[src/rtl/sec_imul_ctrl.sv]
// Iterative shift-add multiplier controller producing the low p_nbits of in_a*in_b.
// Constant latency by default; define SEC_IMUL_EARLY_EXIT_EN for data-dependent early exit.
module sec_imul_ctrl #(
  parameter int unsigned p_nbits = 32
) (
  input  logic               clk,
  input  logic               reset,
  input  logic               sd,
  input  logic               in_val,
  output logic               in_rdy,
  input  logic [p_nbits-1:0] in_a,
  input  logic [p_nbits-1:0] in_b,
  output logic               out_val,
  input  logic               out_rdy,
  output logic [p_nbits-1:0] out_result
);

  localparam int unsigned CNT_W = $clog2(p_nbits) + 1;
  localparam logic [CNT_W-1:0] LAST_CNT = CNT_W'(p_nbits - 1);

  typedef enum logic [1:0] {
    IDLE = 2'd0,
    CALC = 2'd1,
    DONE = 2'd2
  } state_e;

  state_e             state_q, state_d;
  logic [p_nbits-1:0] a_q, a_d;
  logic [p_nbits-1:0] b_q, b_d;
  logic [p_nbits-1:0] acc_q, acc_d;
  logic [CNT_W-1:0]   cnt_q, cnt_d;
  logic               in_rdy_q, in_rdy_d;
  logic               out_val_q, out_val_d;

  // sd is a public label carried alongside the operands; the datapath never inspects it.
  logic unused_sd;
  assign unused_sd = sd;

  always_comb begin
    // NOTE: every signal gets a default first so no path through the case infers a latch.
    state_d = state_q;
    a_d     = a_q;
    b_d     = b_q;
    acc_d   = acc_q;
    cnt_d   = cnt_q;

    unique case (state_q)
      IDLE: begin
        if (in_val && in_rdy_q) begin
          a_d     = in_a;
          b_d     = in_b;
          acc_d   = '0;
          cnt_d   = '0;
          state_d = CALC;
        end
      end
      CALC: begin
        if (b_q[0]) acc_d = acc_q + a_q;
        a_d   = a_q << 1;
        b_d   = b_q >> 1;
        cnt_d = cnt_q + 1'b1;
        if (cnt_q == LAST_CNT) state_d = DONE;
`ifdef SEC_IMUL_EARLY_EXIT_EN
        // Remaining multiplier bits are all zero, so further iterations cannot change acc.
        if (b_d == '0) state_d = DONE;
`endif
      end
      DONE: begin
        if (out_val_q && out_rdy) state_d = IDLE;
      end
      default: state_d = IDLE;
    endcase

    // Handshake outputs are registered copies of the next state, so no input reaches them combinationally.
    in_rdy_d  = (state_d == IDLE);
    out_val_d = (state_d == DONE);
  end

  // NOTE: sequential state uses non-blocking assignments so all flops update together at the edge.
  always_ff @(posedge clk or negedge reset) begin
    if (!reset) begin
      state_q   <= IDLE;
      a_q       <= '0;
      b_q       <= '0;
      acc_q     <= '0;
      cnt_q     <= '0;
      in_rdy_q  <= 1'b1;
      out_val_q <= 1'b0;
    end else begin
      state_q   <= state_d;
      a_q       <= a_d;
      b_q       <= b_d;
      acc_q     <= acc_d;
      cnt_q     <= cnt_d;
      in_rdy_q  <= in_rdy_d;
      out_val_q <= out_val_d;
    end
  end

  assign in_rdy     = in_rdy_q;
  assign out_val    = out_val_q;
  assign out_result = acc_q;

endmodule

[config.mk]
export PLATFORM = sky130hd
export DESIGN_NAME = sec_imul_ctrl
export DESIGN_NICKNAME = d
export VERILOG_FILES = /design/src/rtl/sec_imul_ctrl.sv
export SDC_FILE = /design/constraint.sdc
export NUM_CORES = 1
export LEC_CHECK = 0
export ABC_AREA = 1
export CAP_MARGIN = 0
export CORE_MARGIN = 1
export CORE_UTILIZATION = 35
export CTS_BUF_LIST = sky130_fd_sc_hd__clkbuf_4 sky130_fd_sc_hd__clkbuf_8
export DETAILED_ROUTE_END_ITERATION = 6
export PLACE_DENSITY = 0.64
export SLEW_MARGIN = 25
export SYNTH_ARGS = -nofsm -noshare
export SYNTH_HDL_FRONTEND = slang
export SYNTH_SLANG_ARGS = --single-unit
[constraint.sdc]
create_clock -name clk -period 1.9 [get_ports clk]
set_input_delay 0.57 -clock clk [delete_from_list [all_inputs] [get_ports clk]]
set_output_delay 0.57 -clock clk [all_outputs]
set_load 0.01 [all_outputs]
Yosys cells after proc, flatten, opt, wreduce, memory -nomap -nowiden
Index checks and enable logic that the tools add are counted.
{"block": "word_totals", "ff_bits": 106, "input_bits": 69, "out_inout_bits": 34, "wordCells": 35}
{"block": "op_classes", "addsub": 2, "eq_ne": 6, "n_mux": 13, "reduce_logical": 7}
{"operator": "one-hot mux 32 bit (2 select lines)", "count": 3}
{"operator": "two-way mux 32 bit", "count": 4}
{"operator": "adder 32 bit", "count": 1}
{"operator": "one-hot mux 6 bit (2 select lines)", "count": 1}
{"operator": "adder 6 x 1 -> 6 bit (second input constant)", "count": 1}
{"operator": "== test 6 x 5 -> 1 bit (second input constant)", "count": 1}
{"operator": "two-way mux 2 bit", "count": 3}
{"operator": "two-way mux 6 bit", "count": 1}
{"operator": "one-hot mux 2 bit (3 select lines)", "count": 1}
{"operator": "== test 2 bit (second input constant)", "count": 2}
{"operator": "logical NOT 2 bit", "count": 2}
{"operator": "inequality test 2 bit (second input constant)", "count": 2}
{"operator": "AND reduction 3 bit", "count": 1}
{"operator": "== test 2 x 1 -> 1 bit (second input constant)", "count": 1}
{"operator": "logical AND 1 bit", "count": 2}
{"operator": "AND reduction 2 bit", "count": 1}
{"operator": "nonzero test 2 bit", "count": 1}

Longest topological paths before layout
{"block": "logic_depth", "ltp_word": 4, "ltp_mapped": 13, "depth_no_buf": 13}

Worst setup path after synthesis
No wires, ideal clock.
{"block": "synth_path", "path_type": "register to register", "startpoint": "reg acc_q[0], in the netlist out_result[0]", "endpoint": "reg acc_q[28], in the netlist out_result[28]", "setup_ps": 118, "arrival_ps": 1748, "t_required_ps": 1782, "path_slack_ps": 34, "path_stages_with_launch": 14, "path_buffers": 0, "synth_period_minus_slack_ps": 1866, "path_cell_list": "dfrtp_1 ha_1 inv_1 fa_1 inv_1 nand3_1 nand3_1 nand3_1 nand3_1 nand2_1 nand2_1 nand2_1 nand3_1 nand2_1"}
{"block": "synth_via", "elab_chain_len": 3}
{"item": "start: declaration", "line_no": "30", "source": "logic [p_nbits-1:0] acc_q, acc_d;"}
{"item": "start signal: assignment", "line_no": "85", "source": "acc_q <= '0;"}
{"item": "start signal: assignment", "line_no": "93", "source": "acc_q <= acc_d;"}
{"item": "adder 32 bit", "line_no": "58", "source": "if (b_q[0]) acc_d = acc_q + a_q;"}
{"item": "two-way mux 32 bit", "line_no": "58"}
{"item": "one-hot mux 32 bit (2 select lines)", "line_no": "47", "source": "unique case (state_q)"}
Every way passes these cells. The select of a mux whose other input is x is not followed.
A chain may end at the register's enable or synchronous reset.

Worst setup path after layout
{"block": "layout_path", "startpoint": "reg acc_q[10], in the netlist out_result[10]", "endpoint": "reg acc_q[30], in the netlist out_result[30]"}
The elaborated chain is that of the path after synthesis.

==> qor.txt <==
Syn nets - 1068
Post-synth EDFFs - 0
Overall routing resource usage - 19.7%
Clock Skew - 18.3 ps
Yosys cell types - 32
Total power - 18.8 mW
Final hold vios - 0
Max-cap violations - 0
Buf+Inv Stages, Crit Path - 2
Sw frac - 48.8%
Die area - 20100 um^2
DRT Pass-1 Iters - 5
Clk sinks - 106
Leak - 4.89 nW
Largest net degree at the start of global routing - 128
Worst Path Max Fanout - 4
Dominant cells by area after synthesis - dfrtp_1 39%, nand2_1 16%, inv_1 10%
CTS root buf - clkbuf_8
Minimum clock period - 1840 ps
CP max-delay cell - dfrtp_1
CP top delay family - simple AND/OR/NAND/NOR gates
Crit Path Class - flip-flop to flip-flop
Register bit total from synthesis - 106
Clock buffer depth - 2
Synthesis-to-finish area growth - 40.1%
Critical path cell sequence - buf_4 > ha_4 > nand2_2 > inv_2 > nand2_2 > nor3_2 > nand2_2 > nand2_4 > nand2_4 > nand2_1 > nand2_1 > nand3_1 > nand2_1
TritonCTS buffer count - 9
Reg area - 2650 um^2
Power share of the clock group - 8.1%
Commonest non-fill, non-tap cell in the layout - nand2_1
Period utilization - 96.8%
Non-Filler Instances - 1398
CP Capture Type - flip-flop
CTS tree - done
Area leader, netlist - dfrtp_1
Mapped Cells - 966
Via density - 4.84
DRT iter0 DRCs - 361
Routed wire length - 19.3 mm
Total grt overflow - 0
Achievable Freq - 0.544 GHz
Min-delay worst type - input port to async pin
DRT antenna net count - 0
Gpl congestion - 0.862
Die X - 142 um
DP Cell Count - 1359
Fin Hold WS - 98.6 ps
Final HPWL DP - 14.3 mm
Status - completed
Row count - 50
FILL cells - 1888
Most frequent cells in the layout - 256 x nand2_1, 181 x inv_1, 105 x dfrtp_1
Ys Warns - 0
First-pass GRT wire length - 31.2 mm
Share of layout cells above drive strength 1 - 20.9%
IO buf count - 101
Main synth FF type - dfrtp_1
Int Pwr - 9.62 mW
Clock-pin slew on the worst setup and hold paths - 110 ps
CP max stage delay - 400 ps
N_diodes - 0
Synthesized area per cell - 7.06 um^2
Hold-fix buffers, CTS - 0
Per-cell routed wire length - 13.8 um
Starting Density - 36.1%
Final Net Count - 1236
Worst Setup Start Kind - flip-flop
Arrival @ worst endpoint - 2120 ps
RSZ-0062 raised after global routing - true
Vias in the first global route - 6519
Sequential fraction of design power - 20.4%
IO Pins - 103
Chip Height - 142 um
Slew headroom - 67.3%
Antenna violations before repair - 0
Synth top area share - 38.5%
H-tree Lvls - 3
Slew Viols, Final - 0
Ys async rst share - 100%
Drt drc - 0
Area of the multi-input gates - 3920 um^2
Final number of setup-violating endpoints - 0
Worst IR Drop VDD - 0.876 mV
Core area - 18900 um^2
Combinational share of power - 71.4%
Pwr Density - 1970 nW/um^2
Req. time, crit path - 2180 ps
Skew-Pair Late Insertion Delay - 390 ps
Switching power - 9.18 mW
Synthesized area - 6820 um^2
Seq/Total Area, Yosys - 38.9%
Worst slew pin tran - 491 ps
DR vias - 6769
==> metrics by stage <==
step / TNS [ps] / worst slack [ps] / cell area [um^2] / utilization (%)
floorplan: 0 / 33.6 / 6820 / -
global placement: -577 / -150 / 8570 / 45.4
detailed placement: -1530 / -171 / 8570 / 45.4
CTS: -50.9 / -25.7 / 8940 / 47.3
global route: -351 / -94.4 / 9560 / 50.6
finish: 0 / 61.5 / 9560 / 50.6
==> worst reg2reg max path: stages, from the launching register on <==
cell and delay (ps):
dfrtp_1 400, buf_4 150, ha_4 280, nand2_2 70
inv_2 70, nand2_2 70, nor3_2 190, nand2_2 100
nand2_4 110, nand2_4 70, nand2_1 60, nand2_1 50
nand3_1 60, nand2_1 60
==> final cells by class <==
type / count / area share, %
multi-input cells: 635 / 41.0
flip-flops and latches: 106 / 27.8
repair buffers: 190 / 18.1
inverters: 192 / 7.57
well taps: 260 / 3.40
clock buffers: 12 / 1.66
clock inverters: 3 / 0.498
==> power groups by stage <==
stage	sequential, mW	combinational, mW	clock [mW]
detailed placement	3.86	11.2	0
global placement	3.83	11.1	0
finish	3.84	13.4	1.53
global route	3.95	15.0	1.64
floorplan	3.86	7.22	0
CTS	3.74	11.6	1.57
==> state kept, by name, indices dropped and copies added, names as in the netlist <==
register,flops
out_result,32
state_q,2
cnt_q,6
in_rdy,1
a_q,32
b_q,32
out_val,1
==> synth_stat cells (7+ instances only) <==
cell type / number
nor2_1: 50
dfrtp_1: 105
buf_2: 21
ha_1: 32
a21oi_1: 33
nand3_1: 43
o21ai_0: 23
clkbuf_1: 9
a221oi_1: 58
o21ai_1: 7
nor3_1: 66
nand2_1: 298
inv_1: 189
==> path summary, 6_finish.rpt <==
check / startpoint / to / slack (ps) / depth (start not counted)
max in group asynchronous: reset / out_result[7] / 1310 / 2
setup / recovery: out_result[10] / out_result[30] / 60 / 13
min in group clk: out_result[27] / out_result[27] / 530 / 2
hold reg to reg: out_result[27] / out_result[27] / 530 / 2
setup reg to reg: out_result[10] / out_result[30] / 60 / 13
hold / removal: reset / b_q[10] / 100 / 1
==> cells by family after synthesis <==
family	count (synthesis)	share of synthesized area, %
compound gates	131	13.2
xor+xnor	3	0.385
fa+ha+maj	33	6.16
flops	106	38.9
buf+inv	225	13.1
simple gates	468	28.3
==> metal layers <==
metal	track usage (%)	wire length, um	up-vias
li1	-	-	3447
met1	26.1	9010	3154
met2	32.0	8890	147
met3	3.88	1030	21
met4	6.73	340	0
met5	0	0	-
==> repair_timing <==
action,CTS,global route
buffers inserted,17,7
resized for setup,53,138
setup endpoints to repair,44,25
pin swaps,0,30
Note: power is estimated with default switching activity, not from simulation.
